[config.mk]
export PLATFORM = sky130hd
export DESIGN_NAME = pll_bringup_sequencer
export DESIGN_NICKNAME = d
export VERILOG_FILES = /design/src/rtl/pll_bringup_sequencer.sv
export SDC_FILE = /design/constraint.sdc
export NUM_CORES = 1
export LEC_CHECK = 0
export ABC_AREA = 1
export CAP_MARGIN = 10
export CORE_AREA = 5 5 98 100
export CTS_CLUSTER_DIAMETER = 150
export DETAILED_ROUTE_END_ITERATION = 8
export DIE_AREA = 0 0 103 105
export PLACE_DENSITY = 0.67
export SLEW_MARGIN = 0
export SYNTH_ARGS = -nofsm -noshare
export SYNTH_HDL_FRONTEND = slang
export SYNTH_SLANG_ARGS = --single-unit
[constraint.sdc]
create_clock -name clk -period 4.2 [get_ports clk]
set_clock_uncertainty 0.05 [all_clocks]
set_input_delay 0.63 -clock clk [delete_from_list [all_inputs] [get_ports clk]]
set_output_delay 0.63 -clock clk [all_outputs]
set_load 0.01 [all_outputs]
[src/rtl/pll_bringup_sequencer.sv]
// pll_bringup_sequencer
//   Power-up sequencer for the CDCE62002 SPI programmer. After reset it waits
//   POWERUP_WAIT cycles, requests a programming pass, waits for the programmer
//   to finish, then qualifies the synchronised PLL lock before releasing the
//   DSP from reset. Lock timeout, missing programmer acknowledge or lock loss
//   re-arm the programmer and retry. Once MAX_RETRIES retries have been used,
//   the next failure parks the sequencer in FAULT until reset.
// Ports
//   clk          in   system clock, shared with the programmer
//   reset        in   asynchronous active-low reset
//   prog_active  in   programmer busy flag
//   prog_send    out  programming request (programmer send_data)
//   prog_reset   out  active-high re-arm pulse to the programmer
//   pll_lock     in   raw PLL lock pin, asynchronous
//   dsp_reset_n  out  DSP reset, low holds the DSP in reset
//   pll_ok       out  high while LOCKED
//   pll_fail     out  high while FAULT, sticky until reset
//   retry_count  out  retries used so far, saturating at 15
//   state        out  encoded FSM state (debug only)
module pll_bringup_sequencer #(
  parameter int CNT_W        = 24,
  parameter int POWERUP_WAIT = 1000000,
  parameter int ACK_TIMEOUT  = 16,
  parameter int LOCK_TIMEOUT = 2000000,
  parameter int LOCK_STABLE  = 65536,
  parameter int PROG_RST_LEN = 8,
  parameter int MAX_RETRIES  = 3
) (
  input  logic       clk,
  input  logic       reset,
  input  logic       prog_active,
  output logic       prog_send,
  output logic       prog_reset,
  input  logic       pll_lock,
  output logic       dsp_reset_n,
  output logic       pll_ok,
  output logic       pll_fail,
  output logic [3:0] retry_count,
  output logic [2:0] state
);

  typedef enum logic [2:0] {
    WAIT_PWR  = 3'd0,
    START     = 3'd1,
    PROG      = 3'd2,
    LOCK_WAIT = 3'd3,
    LOCKED    = 3'd4,
    REARM     = 3'd5,
    FAULT     = 3'd6
  } state_t;

  localparam logic [CNT_W-1:0] PWR_LAST    = CNT_W'(POWERUP_WAIT - 1);
  localparam logic [CNT_W-1:0] ACK_LAST    = CNT_W'(ACK_TIMEOUT - 1);
  localparam logic [CNT_W-1:0] LOCKTO_LAST = CNT_W'(LOCK_TIMEOUT - 1);
  localparam logic [CNT_W-1:0] STAB_LAST   = CNT_W'(LOCK_STABLE - 1);
  localparam logic [CNT_W-1:0] RST_LAST    = CNT_W'(PROG_RST_LEN - 1);
  localparam logic [3:0]       MAX_R       = 4'(MAX_RETRIES);

  state_t           cur_state, next_state;
  logic [CNT_W-1:0] cnt;
  logic [CNT_W-1:0] stab_cnt;
  logic             lock_p0, lock_p1;
  logic             lock_s;
  logic             retry_req;

  function automatic logic [3:0] sat_inc(input logic [3:0] v);
    return (v == 4'hF) ? v : v + 4'd1;
  endfunction

  assign lock_s = lock_p1;
  assign state  = cur_state;

  always_comb begin
    next_state = cur_state;
    retry_req  = 1'b0;
    unique case (cur_state)
      WAIT_PWR:  if (cnt == PWR_LAST) next_state = START;
      START: begin
        if (prog_active)          next_state = PROG;
        else if (cnt == ACK_LAST) retry_req  = 1'b1;
      end
      PROG:      if (!prog_active) next_state = LOCK_WAIT;
      LOCK_WAIT: begin
        // Stable lock takes priority over a simultaneous timeout.
        if (lock_s && stab_cnt == STAB_LAST) next_state = LOCKED;
        else if (cnt == LOCKTO_LAST)         retry_req  = 1'b1;
      end
      LOCKED:    if (!lock_s) retry_req = 1'b1;
      REARM:     if (cnt == RST_LAST) next_state = START;
      FAULT:     next_state = FAULT;
      default:   next_state = WAIT_PWR;
    endcase
    if (retry_req)
      next_state = (retry_count < MAX_R) ? REARM : FAULT;
  end

  always_ff @(posedge clk or negedge reset) begin
    if (!reset) begin
      lock_p0     <= 1'b0;
      lock_p1     <= 1'b0;
      cur_state   <= WAIT_PWR;
      cnt         <= '0;
      stab_cnt    <= '0;
      retry_count <= 4'd0;
      prog_send   <= 1'b0;
      prog_reset  <= 1'b0;
      dsp_reset_n <= 1'b0;
      pll_ok      <= 1'b0;
      pll_fail    <= 1'b0;
    end else begin
      // Stage p0/p1: two-flop synchroniser for the asynchronous lock pin
      lock_p0 <= pll_lock;
      lock_p1 <= lock_p0;

      // Control stage: state, shared counter, retry bookkeeping
      cur_state <= next_state;
      cnt       <= (next_state != cur_state) ? '0 : cnt + 1'b1;
      stab_cnt  <= (cur_state == LOCK_WAIT && next_state == LOCK_WAIT && lock_s)
                   ? stab_cnt + 1'b1 : '0;
      if (retry_req && next_state == REARM)
        retry_count <= sat_inc(retry_count);

      // Outputs are decoded from next_state so they are valid on the first
      // cycle of each state and change on the same edge as the transition.
      prog_send   <= (next_state == START);
      prog_reset  <= (next_state == REARM);
      dsp_reset_n <= (next_state == LOCKED);
      pll_ok      <= (next_state == LOCKED);
      pll_fail    <= (next_state == FAULT);
    end
  end

endmodule

==> impl_metrics.tcl <==
set metrics [dict create \
    avgSynthCellArea_um2 8.469 \
    setup_viol 0 \
    first_pass_iters 4 \
    min_period_ns 2.521 \
    port_buffers 15 \
    synth-async-reset-ratio_pct 100.0 \
    path_cells "ha_1 -> nand2_1 -> nor2_2 -> nand2_1 -> nor2_1 -> nand3_1 -> nand2_1 -> nand2_2 -> nand2_4 -> nand2_1 -> nand2_2 -> nand3_2 -> nor3b_1" \
    cp_slowest_cell "nand3_2" \
    num_vias 2504 \
    cp_num_buf_inv 0 \
    dpl_cell_area_um2 3555 \
    slew_viol_final 0 \
    place_congestion 0.9017 \
    io_pins 16 \
    irDropWorstVdd_uv 250.0 \
    syn_inst 394 \
    r2r-start "cnt[0]" \
    path_class "flop to flop" \
    core_um2 8593 \
    routed_wl_um 6400 \
    synth_area_um2 3337 \
    finalHoldViolations 0 \
    grt_start_max_net_pins 40 \
    fin_setup_tns_ns 0 \
    status "finished, final reports clean" \
    grt_pass1_wl_um 11760 \
    startpoint_type "flop" \
    hold_buffers 0 \
    cpPeakStageDelay_ns 0.41 \
    dp_hpwl_um 4648 \
    r2r_slack_ns 1.68 \
    r2r-end "stab_cnt[1]" \
    antenna_cells 0 \
    post_cts_resized 0 \
    ys_seq_elements 61 \
    clock_latency_ns 0.33 \
    layout_commonest_cell "nand2_1" \
    power.leakage_uw 0.001521 \
    hold_depth 0 \
    clkTransAtPathRegs_ns 0.07 \
    cp_common_cell "nand2_1" \
    critPathTopFamily "simple AND/OR/NAND/NOR gates" \
    slew_headroom_pct 43.82 \
    rsz0062_at_grt "no" \
    rows 34 \
    start_util_pct 38.83 \
    grt_pass1_vias 2660 \
    clkSinkCount 61 \
    synth_ff_type "dfrtp_1" \
    die_h_um 105 \
    antenna_found_initial 0 \
    drc 0 \
    critPathMaxFanout 24 \
    cts_setup_buffers 0 \
    hp-start "lock_p0" \
    numCtsBuffers 9 \
    syn-num-nets 401 \
    areaGrowthSynthToFinish_pct 13.69 \
    crit_required_ns 4.38 \
    power.density_nw_per_um2 434.5 \
    synth_edf_count 0 \
    min_to "lock_p1" \
    globalRouteOverflowTotal 0 \
    post-route-period-util_pct 60.02 \
    track_usage_pct 13.32 \
    cts_tree "yes" \
    die_w_um 103 \
    dieArea_um2 10820 \
    ant_nets 0 \
    layout_common_cells "nand2_1 (66), dfrtp_1 (61), nor2_1 (57)" \
    cp_data_arrival_time_ns 2.70 \
    final_cell_count_no_fill 525 \
    worst_pin_slew_ns 0.8427 \
    via_per_inst 4.770 \
    r2r_cells 13 \
    synth.distinct_cells 28 \
    yosys_warnings 0 \
    min_path_type "flop to flop" \
    cts_root_buf "clkbuf_8" \
    drive_above_1_share_pct 14.39 \
    h-tree-depth 3 \
    drtIter0Drc 121 \
    dpl.cell_count 509 \
    nNetsFinal 419 \
    final_cell_area_um2 3794 \
    end_kind "flop" \
    synth_seq_area_share_pct 45.74 \
    max_freq_mhz 396.7 \
    clockBufferDepth 2 \
    wire_per_inst_um 12.19 \
    cap_violations 0 \
]
[metal layers]
layer / vias up / wire (um) / GRT usage, %
met5: - / 0 / 0
met4: 0 / 43 / 3.515
met3: 5 / 220 / 4.664
met2: 30 / 3138 / 21.72
met1: 1180 / 2997 / 16.67
li1: 1289 / - / -
[sequential cells by signal, summed over array words and instances (netlist names)]
register     count
cnt             24
lock_p0          1
lock_p1          1
pll_fail         1
pll_ok           1
prog_reset       1
prog_send        1
retry_count      4
stab_cnt        24
state            3
[cells by family after synthesis]
logic type               Yosys count  synth area share [%]
XOR/XNOR                          44                 11.55
buffers and inverters             41                 5.700
multiplexers                       1                0.3374
AO/OA/AOI/OAI                      3                0.4873
adder cells (fa/ha/maj)            3                 1.125
AND/OR/NAND/NOR                  241                 35.06
flip-flops                        61                 45.74
[power breakdown]
group          total, uW  internal [uW]  switching (uW)
registers            637            609            28.6
clock network        628            394             234
logic                382            100             282
total               1650           1100             545
[synth_stat cells, types with 2 or more instances]
| library cell | number | area share (%) |
|---|---|---|
| inv_2 | 2 | 0.23 |
| nand2_4 | 4 | 1.3 |
| nor2_1 | 57 | 6.4 |
| nand4_1 | 7 | 1.3 |
| nor3_1 | 34 | 5.1 |
| nand3_2 | 2 | 0.60 |
| dfrtp_1 | 61 | 46 |
| nor2_2 | 23 | 4.3 |
| nand2_1 | 66 | 7.4 |
| ha_1 | 3 | 1.1 |
| clkbuf_1 | 2 | 0.23 |
| buf_6 | 4 | 1.3 |
| nand2_2 | 6 | 1.1 |
| xor2_1 | 25 | 6.6 |
| inv_1 | 30 | 3.4 |
| buf_2 | 2 | 0.30 |
| nand3_1 | 35 | 5.2 |
| nor3_2 | 3 | 0.90 |
| xnor2_1 | 19 | 5.0 |
[how the worst max path moves through the flow]
| stage | depth (start not counted) | startpoint | to | slack, ns |
|---|---|---|---|---|
| final | 13 | cnt[0] | stab_cnt[1] | 1.68 |
| after global routing | 13 | cnt[0] | stab_cnt[1] | 1.28 |
| after CTS | 13 | cnt[0] | stab_cnt[1] | 1.60 |
| after detailed placement | 10 | prog_active | stab_cnt[16] | 1.40 |
| after global placement | 10 | prog_active | stab_cnt[1] | 1.49 |
| after floorplan | 15 | stab_cnt[0] | cnt[12] | 2.21 |
[final cells by class]
type	instances	area [um^2]
fillers	852	4800
multi-input cells	292	1620
flip-flops and latches	61	1526
repair buffers	16	152.6
well taps	108	135.1
clock buffers	10	127.6
inverters	32	120.1
clock inverters	6	111.4
[stage by stage]
stage / hold slack, ns / util, % / setup slack (ns) / total power [uW]
floorplan: 0.2812 / - / 2.207 / 972.6
global placement: 0.2831 / 41.37 / 1.488 / 1027
detailed placement: 0.3076 / 41.37 / 1.397 / 1036
CTS: 0.3124 / 44.15 / 1.604 / 1668
global route: 0.3234 / 44.15 / 1.279 / 1733
finish: 0.3047 / 44.15 / 1.679 / 1648
No activity file was read; power rests on OpenSTA's default activity.
